File: src/rtl/prio_enc_stream.sv
// prio_enc_stream: captures a request vector and streams the index of each set bit, one per beat.
// Latency: first beat the cycle after accept; n set bits take n beats, an all-zero vector one beat.
// Backpressure: out_ready low freezes all state; in_ready only in IDLE or on a consumed last beat.
// Option: define PRIO_ENC_STREAM_RR_EN for rotating priority from a persistent ptr (default: MSB first).
module prio_enc_stream #(
  parameter  int WIDTH = 8,
  localparam int IDX_W = $clog2(WIDTH)
) (
  input  logic             clk,
  input  logic             rst_n,
  input  logic             in_valid,
  output logic             in_ready,
  input  logic [WIDTH-1:0] req_i,
  output logic             out_valid,
  input  logic             out_ready,
  output logic [IDX_W-1:0] out_idx,
  output logic             out_none,
  output logic             out_last
);

  typedef enum logic [1:0] {
    IDLE  = 2'd0,
    SERVE = 2'd1,
    NONE  = 2'd2
  } state_t;

  state_t             state_q, state_d;
  logic [WIDTH-1:0]   pend_q, pend_d;
  logic [IDX_W-1:0]   grant;
  logic               single;
  logic               accept;

  // One bit left means the current beat closes the vector.
  assign single = (pend_q != '0) && ((pend_q & (pend_q - WIDTH'(1))) == '0);
  assign accept = in_valid && in_ready;

  // in_ready opens when the last beat is consumed, so vectors flow back to back.
  assign in_ready = (state_q == IDLE) || (out_valid && out_ready && out_last);

`ifdef PRIO_ENC_STREAM_RR_EN
  logic [IDX_W-1:0] ptr_q, ptr_d;

  // Grant: first set bit searching downward from ptr inclusive, wrapping 0 -> WIDTH-1.
  // Iterating farthest-first and overwriting leaves the nearest hit in grant.
  always_comb begin
    int pos;
    logic [IDX_W-1:0] p;
    grant = '0;
    pos   = 0;
    p     = '0;
    for (int j = WIDTH - 1; j >= 0; j--) begin
      pos = int'(ptr_q) - j;
      if (pos < 0) pos = pos + WIDTH;
      p = IDX_W'(pos);
      if (pend_q[p]) grant = p;
    end
  end

  // Pointer moves just below each consumed grant; NONE beats leave it alone.
  always_comb begin
    ptr_d = ptr_q;
    if (state_q == SERVE && out_ready)
      ptr_d = (grant == '0) ? IDX_W'(WIDTH - 1) : grant - IDX_W'(1);
  end

  // Pointer register persists across vectors.
  always_ff @(posedge clk or negedge rst_n) begin
    if (!rst_n) ptr_q <= IDX_W'(WIDTH - 1);
    else        ptr_q <= ptr_d;
  end
`else
  // Grant: highest set bit of pend (later loop hits override lower ones).
  always_comb begin
    grant = '0;
    for (int i = 0; i < WIDTH; i++) begin
      if (pend_q[i]) grant = IDX_W'(i);
    end
  end
`endif

  // State and pending-bit registers.
  always_ff @(posedge clk or negedge rst_n) begin
    if (!rst_n) begin
      state_q <= IDLE;
      pend_q  <= '0;
    end else begin
      state_q <= state_d;
      pend_q  <= pend_d;
    end
  end

  // Next state: consume the current beat, then let a same-edge accept override.
  always_comb begin
    state_d = state_q;
    pend_d  = pend_q;
    case (state_q)
      SERVE: begin
        if (out_ready) begin
          pend_d = pend_q & ~(WIDTH'(1) << grant);
          if (single) state_d = IDLE;
        end
      end
      NONE: begin
        if (out_ready) state_d = IDLE;
      end
      IDLE:    ;
      default: state_d = IDLE;
    endcase
    if (accept) begin
      pend_d  = req_i;
      state_d = (req_i != '0) ? SERVE : NONE;
    end
  end

  // Outputs depend on registered state and pend only.
  always_comb begin
    out_valid = 1'b0;
    out_idx   = '0;
    out_none  = 1'b0;
    out_last  = 1'b0;
    case (state_q)
      SERVE: begin
        out_valid = 1'b1;
        out_idx   = grant;
        out_last  = single;
      end
      NONE: begin
        out_valid = 1'b1;
        out_none  = 1'b1;
        out_last  = 1'b1;
      end
      default: ;
    endcase
  end

endmodule

File: config.mk
export PLATFORM = sky130hd
export DESIGN_NAME = prio_enc_stream
export DESIGN_NICKNAME = d
export VERILOG_FILES = /design/src/rtl/prio_enc_stream.sv
export SDC_FILE = /design/constraint.sdc
export NUM_CORES = 1
export LEC_CHECK = 0
export BUFFER_PORTS_ARGS = -buffer_cell sky130_fd_sc_hd__buf_2
export CAP_MARGIN = 30
export CORE_ASPECT_RATIO = 1.25
export CORE_MARGIN = 1.5
export CORE_UTILIZATION = 45
export DETAILED_ROUTE_END_ITERATION = 16
export PLACE_DENSITY = 0.68
export SKIP_CTS_REPAIR_TIMING = 1
export SYNTH_ARGS = -nofsm -noshare
export SYNTH_HDL_FRONTEND = slang
export SYNTH_SLANG_ARGS = --single-unit
File: constraint.sdc
create_clock -name clk -period 3 [get_ports clk]
set_input_delay 0.3 -clock clk [delete_from_list [all_inputs] [get_ports clk]]
set_output_delay 0.3 -clock clk [all_outputs]
set_load 0.05 [all_outputs]
==> results of run 1 <==
## path summary, 6_finish.rpt
check                             to  slack (ps)  cells after the start
max in group asynchronous  pend_q[7]        2400                      2
max reg2reg                pend_q[2]         630                      5
max                         in_ready         420                      6
min                        pend_q[2]         290                      2
min reg2reg                pend_q[3]         650                      2
min in group asynchronous  pend_q[3]         420                      2
## synthesized netlist by cell type, drive strengths merged
master   count  area share
a41oi        2       0.020
or4b         1       0.016
o21a         3       0.025
o21ai        7       0.040
o21ba        2       0.023
or2          2       0.014
inv          7       0.030
o41ai        1      0.0099
o31ai        3       0.031
o41a         1       0.013
a211o        2       0.020
nand3        3       0.017
nand3b       1      0.0085
o31a         3       0.030
o2111ai      1      0.0099
o211ai       7       0.059
a21oi        1      0.0057
and2         1      0.0071
a21o         1      0.0085
dfrtp       10        0.28
nor2b        2       0.014
buf          5       0.052
nand2        7       0.030
nor4         3       0.028
clkbuf       1      0.0042
xor2         1      0.0099
ha           3       0.042
or3          2       0.014
nor2         3       0.013
o211a        1       0.011
mux2         4       0.068
o2111a       1       0.013
nand2b       2       0.014
nor3         3       0.017
## per-layer routing
metal,global-route usage,part of all wire,vias up
li1,-,-,399
met1,0.235,0.44,389
met2,0.306,0.48,26
met3,0.0172,0.046,9
met4,0.146,0.039,0
met5,0,0,-
## worst max-delay path: cells and delay by family (launching register included)
family | cells | cell delay, ps
flip-flops | 1 | 440
AND/OR/NAND/NOR | 3 | 850
AO/OA/AOI/OAI | 2 | 530
buffers and inverters | 1 | 200
## cells by family after synthesis
| group | Yosys count | share of synthesized area |
|---|---|---|
| adders and majority gates | 3 | 0.0424 |
| buffers and inverters | 13 | 0.0863 |
| xor gates and xnor gates | 1 | 0.00990 |
| muxes | 4 | 0.0679 |
| DFF | 10 | 0.283 |
| and+or+nand+nor | 30 | 0.192 |
| AOI/OAI and AO/OA | 36 | 0.318 |
## flip-flops by register name, indices dropped and copies added (netlist names)
signal,count
state_q,2
pend_q,8
## power breakdown
part | internal (mW) | switching [mW]
sequential | 0.193 | 0.116
combinational | 0.276 | 0.445
clock | 0.0460 | 0.0403
total | 0.515 | 0.602
## final cells by class
cell class | instances | area share
timing repair buffer | 19 | 0.102
sequential | 10 | 0.255
inverter | 7 | 0.0268
multi-input combinational | 74 | 0.569
clock buffer | 3 | 0.0230
tap | 19 | 0.0242
==> run metrics, run 1 <==
status complete, no violations; DRC viols 0; CP max stage delay 440 ps; Worst Path Arrival 2280 ps; Final Hold Fails 0; n_diodes 0; CTS Sinks 10; drt total wl 1910 um; Worst setup EP type primary output; endpoints failing setup 0; Clock Latency Late Sink 260 ps; core area 1810 um^2; per-cell routed wire length 14.5 um; num rows 17; most frequent cells in the layout buf_2 (18), dfrtp_1 (10); Mapped Area 885 um^2; reg2reg start pend_q[4]; static leakage 0.445 nW; Max Root-Sink Buffers 2; number of fill cells in the layout 166; TritonRoute pass-1 iters 4; gr usage total 0.191; placed cell count 128; fin area 981 um^2; Layout area overhead 10.9%; worst path required time 2700 ps; hold_sp req_i[2]; post-DP HPWL 1570 um; setup TNS 0 ps; kind of critical path flop to primary output; Critical Path Fanout Max 8; Yosys reg bits 10; share of cells above drive strength 1 0.283; Final Max Tran Viols 0; Die ar. 2240 um^2; cells after synthesis 97; die height 52.6 um; CP Launch Point pend_q[1]; Tmin final 2580 ps; die width 42.7 um; vias post-DR 823; Crit-path slowest cell dfrtp_1; GPL Wtd Cong 0.840; worst setup margin 420 ps; worst min path class primary input to flop; Startpoint Class flop; mean number of vias per cell 6.23; Tcrit/Tclk final 0.860; Netlist cell types 38; sequential share of the synthesized area 0.283; initial core utilization 0.489; H-tree levels 1; Root Buffer clkbuf_4; measured slew at the worst slew-check pin 387 ps; pre-CTS setup slack 645 ps; RSZ-0062 raised after global routing false; Placed Area 948 um^2; Max Clock Skew 3.68 ps; first-pass GRT wire length 3240 um; Final Util 0.543; Worst-path clk slew 60 ps; grt ovf 0; Fmax 388 MHz; overall power 1.12 mW; PD cells 1140 nW/um^2; Slew headroom 0.740; PortBufs 18; critical path cell sequence nor4_2, nor2b_1, o2111a_1, or2_2, a21o_1, buf_2; antenna violations before repair 0; Finished Layout Cells 132; sequential cell area 250 um^2; ANT nets after route 0; worst vdd ir 0.000568 V; WHS 290 ps; mean post-synth cell area 9.12 um^2; warnings from Yosys 0; Syn Nets 112; CTS tree done; TritonCTS Buffers 3; vias in the first global route 787; final net count 130; DRT iter0 DRCs 16; # IOs 19; multi-input logic area 558 um^2; largest net degree at the start of global routing 13; Max Cap Violations 0; most common cell after layout, fill and taps aside buf_2
No activity file was read; power rests on OpenSTA's default activity.
==> run 2, diff against run 1 <==
PLACE_DENSITY = 0.71   (was 0.68)
clock period = 2.2 ns   (was 3 ns; I/O delays follow)
==> run metrics, run 2 (synthesis results as in run 1) <==
die height 52.6 um (unchanged); post-DP HPWL 1680 um (+6.8%); Worst-path clk slew 70 ps (about the same); Final Hold Fails 0 (unchanged); TritonCTS Buffers 3 (unchanged); power share of the combinational group 0.692 (+0.046); worst r2r dst pend_q[0]; TritonRoute pass-1 iters 4 (unchanged); max reg flops 8 (unchanged); Worst setup EP type primary output; num rows 17 (unchanged); CTS tree done; Critical Path Fanout Max 4 (-4); kind of critical path flop to primary output; worst path required time 1980 ps (-720 ps); initial core utilization 0.489 (unchanged); Clock Latency Late Sink 270 ps (about the same); DRT iter0 DRCs 14 (-2); CTS Sinks 10 (unchanged); hold_sp req_i[4]; Fmax 457 MHz; Finished Layout Cells 145 (+9.8%); Reg with most FFs pend_q; antenna violations before repair 0 (unchanged); worst vdd ir 0.000861 V (+52%); PortBufs 18 (unchanged); Clk pwr share 0.092 (+0.015); largest net degree at the start of global routing 12 (-1); worst min path class primary input to flop; vias in the first global route 829 (+5.3%); Max Cap Violations 0 (unchanged); Worst Path Arrival 1970 ps (-310 ps); Max Root-Sink Buffers 2 (unchanged); Slew headroom 0.740 (about the same); vias post-DR 842 (+2.3%); Tmin final 2190 ps; static leakage 0.505 nW (+14%); Final Max Tran Viols 0 (unchanged); drt total wl 2150 um (+13%); GPL Wtd Cong 0.841 (+0.11%); grt ovf 0 (unchanged); Reg2Reg Depth 7 (+2); ANT nets after route 0 (unchanged); Max Clock Skew 2.05 ps (-1.63 ps); Seq pwr share 0.216 (-0.061); n_diodes 0 (unchanged); PD cells 1610 nW/um^2 (+41%); overall power 1.82 mW (+63%); internal power 0.922 mW (+79%); Tcrit/Tclk final 0.995; final net count 142 (+9.2%); DRC viols 0 (unchanged); gr usage total 0.223 (+0.0320); core area 1810 um^2 (unchanged); status complete, no violations; most common cell after layout, fill and taps aside buf_2; number of fill cells in the layout 156 (-6.0%); Startpoint Class flop; Hold Path Depth 3 (+1); RSZ-0062 raised after global routing true; r2r setup slk 140 ps (-490 ps); endpoints failing setup 0 (unchanged); Layout area overhead 28.0%; Hold EP pend_q[4]; measured slew at the worst slew-check pin 387 ps (+0.143 ps); first-pass GRT wire length 3640 um (+13%); worst setup margin 12.1 ps (-408 ps); Root Buffer clkbuf_4; Die ar. 2240 um^2 (unchanged); share of cells above drive strength 1 0.437 (+0.153); H-tree levels 1 (unchanged); pre-CTS setup slack 92.1 ps (-553 ps); Largest regs pend_q: 8 flops, state_q: 2 flops; most frequent cells in the layout buf_2 (17), buf_4 (12); Sw Share 0.495 (-0.0445); placed cell count 137 (+7.0%); mean number of vias per cell 5.81 (-6.9%); die width 42.7 um (unchanged); # IOs 19 (unchanged); switching power 0.902 mW (+50%); per-cell routed wire length 14.8 um (+2.4%); reg2reg start state_q[1]
-- run 2: changes by cell type in the layout (fill, tap and decap cells not counted), sizes merged --
cell / previous run / this run
buf: 18 / 30
clkbuf: 3 / 4
-- run 2: power groups by stage --
stage	sequential [mW]	combinational (mW)	clock [mW]
after floorplan	0.329	0.944	0
after global placement	0.362	1.14	0
after detailed placement	0.372	1.15	0
after CTS	0.367	1.16	0.172
after global routing	0.408	1.37	0.183
final	0.395	1.26	0.168
-- run 2: per-stage QoR --
stage                      util  hold WS (ps)  setup TNS, ps  area [um^2]
after global placement    0.564          83.2              0         1020
after global routing      0.626           209           -145         1130
after CTS                 0.584          -214           -255         1060
after detailed placement  0.564          85.7              0         1020
after floorplan               -         -75.6              0          888
final                     0.626           204              0         1130
-- run 2: how the worst max path moves through the flow --
stage / start / end / slack [ps] / depth (start not counted)
2_1_floorplan: pend_q[1] / in_ready / 20 / 5
3_3_place_gp: pend_q[6] / state_q[1] / 150 / 5
3_5_place_dp: pend_q[1] / state_q[0] / 90 / 6
4_1_cts: pend_q[1] / in_ready / -200 / 6
5_1_grt: pend_q[0] / out_last / -80 / 6
6_report: pend_q[5] / in_ready / 10 / 6
-- run 2: cell type report --
cell class | count | area, um^2 | area share
clock buffer | 4 | 36.3 | 0.0320
inverter | 7 | 26.3 | 0.0232
multi-input combinational | 74 | 589 | 0.520
sequential | 10 | 256 | 0.227
tap | 19 | 23.8 | 0.0210
timing repair buffer | 31 | 200 | 0.177
-- run 2: per-layer routing --
metal	GRT usage	routed length [um]	vias to the layer above
li1	-	-	423
met1	0.271	949	397
met2	0.366	1090	17
met3	0.0138	54	5
met4	0.167	57	0
met5	0	0	-
-- run 2: critical path: stages, from the launching register on --
cell	delay (ps)
dfrtp_2	450
xor2_2	190
o211a_1	210
o2111a_2	270
or2_4	230
a21o_4	200
buf_8	140
==> run 3, diff against run 2 <==
BUFFER_PORTS_ARGS = not set   (was -buffer_cell sky130_fd_sc_hd__buf_2)
DONT_BUFFER_PORTS = 1   (was not set)
PLACE_DENSITY = not set   (was 0.71)
==> run metrics, run 3 (synthesis results as in run 1) <==
sequential cell area 250 um^2 (-2.4%); critical path cell sequence buf_4, or4b_4, o31ai_4, or2_4, a21o_4; PortBufs 0 (-18); status complete, no violations; Startpoint Class flop; reg2reg start pend_q[6]; Root Buffer clkbuf_4; gr usage total 0.194 (-0.0290); DRT iter0 DRCs 13 (-1); n_diodes 0 (unchanged); worst path required time 1980 ps (about the same); Tmin final 2180 ps (-3.02 ps); Crit-path slowest cell or4b_4; Reg2Reg Depth 6 (-1); overall power 1.71 mW (-6.2%); grt ovf 0 (unchanged); most frequent cells in the layout buf_4 (14), dfrtp_1 (10); Placed Area 945 um^2 (-7.4%); Critical path buffers and inverters 1 (unchanged); GPL Wtd Cong 0.791 (-6.0%); worst vdd ir 0.000658 V (-24%); DRC viols 0 (unchanged); drt total wl 2170 um (+1.1%); kind of critical path flop to primary output; Hold Path Depth 1 (-2); measured slew at the worst slew-check pin 552 ps (+164 ps); share of cells above drive strength 1 0.309 (-0.127); most common cell after layout, fill and taps aside buf_4; antenna violations before repair 0 (unchanged); Final Hold Fails 0 (unchanged); Critical Path Fanout Max 4 (unchanged); core area 1810 um^2 (unchanged); Finished Layout Cells 129 (-11%); Max Root-Sink Buffers 2 (unchanged); Slew headroom 0.634 (-0.106); endpoints failing setup 0 (unchanged); initial core utilization 0.489 (unchanged); Largest regs pend_q: 8 flops, state_q: 2 flops; worst min path class primary input to flop; num rows 17 (unchanged); TritonCTS Buffers 3 (unchanged); PD cells 1640 nW/um^2 (+1.7%); CTS tree done; per-cell routed wire length 16.9 um (+14%); die width 42.7 um (unchanged); static leakage 0.446 nW (-12%); TritonRoute pass-1 iters 4 (unchanged); Clock Latency Late Sink 250 ps (-20 ps); WP depth 5 (-1); # IOs 19 (unchanged); CP max stage delay 530 ps (+80 ps); placed cell count 121 (-12%); CTS Sinks 10 (unchanged); largest net degree at the start of global routing 12 (unchanged); Tcrit/Tclk final 0.993 (-0.00137); cell family with most CP delay simple AND/OR/NAND/NOR gates; number of fill cells in the layout 170 (+9.0%); Die ar. 2240 um^2 (unchanged); Layout area overhead 18.1%; worst r2r dst pend_q[0]; r2r setup slk 50 ps (-90 ps); Fmax 458 MHz (+0.14%); fin area 1040 um^2 (-7.7%); max reg flops 8 (unchanged); Max Clock Skew 1.67 ps (-0.377 ps); Hold EP pend_q[2]; post-DP HPWL 1700 um (+1.2%); vias in the first global route 762 (-8.1%); RSZ-0062 raised after global routing true; hold_sp req_i[2]; final net count 127 (-11%); WHS 116 ps (-87.5 ps); Max Cap Violations 0 (unchanged); Final Max Tran Viols 0 (unchanged); first-pass GRT wire length 3280 um (-10%); Worst Path Arrival 1960 ps (about the same); Reg with most FFs pend_q; H-tree levels 1 (unchanged); vias post-DR 835 (-0.83%); Worst setup EP type primary output; mean number of vias per cell 6.47 (+11%); Worst-path clk slew 60 ps (about the same); die height 52.6 um (unchanged); ANT nets after route 0 (unchanged); multi-input logic area 596 um^2 (+1.1%)
## run 3: cell types whose count changed in the layout (fill, tap and decap cells not counted), sizes merged
cell    delta
clkbuf     -1
buf       -15
## run 3: worst max-delay path by stage
stage,start,end,slack [ps]
2_1_floorplan,pend_q[1],in_ready,20
3_3_place_gp,state_q[1],pend_q[0],130
3_5_place_dp,pend_q[6],pend_q[0],120
4_1_cts,pend_q[2],in_ready,-160
5_1_grt,pend_q[6],in_ready,-60
6_report,pend_q[6],in_ready,20
## run 3: worst register-to-register path: stages (launching register included)
cell	delay (ps)
dfrtp_1	410
buf_4	150
or4b_4	530
o31ai_4	260
or2_2	160
o21a_2	210
mux2_4	320
## run 3: through the flow
step	setup WS (ps)	util	setup TNS, ps
global route	-60.5	0.578	-111
detailed placement	119	0.522	0
floorplan	19.1	-	0
finish	15.1	0.578	0
CTS	-165	0.535	-199
global placement	133	0.522	0
## run 3: layout make-up
cell class                      count  area share
Inverter                            7      0.0251
Clock buffer                        3      0.0216
Multi-Input combinational cell     74       0.570
Tap cell                           19      0.0228
Sequential cell                    10       0.240
Timing Repair Buffer               16       0.121
## run 3: metal layers
metal / global-route usage / vias up / wire length, um
li1: - / 402 / -
met3: 0.0172 / 6 / 69
met1: 0.222 / 402 / 918
met4: 0.0990 / 0 / 51
met5: 0 / - / 0
met2: 0.354 / 25 / 1130
## run 3: power breakdown
part | internal, mW | switching (mW)
clock | 0.0626 | 0.0518
sequential | 0.263 | 0.117
combinational | 0.497 | 0.720
total | 0.823 | 0.888
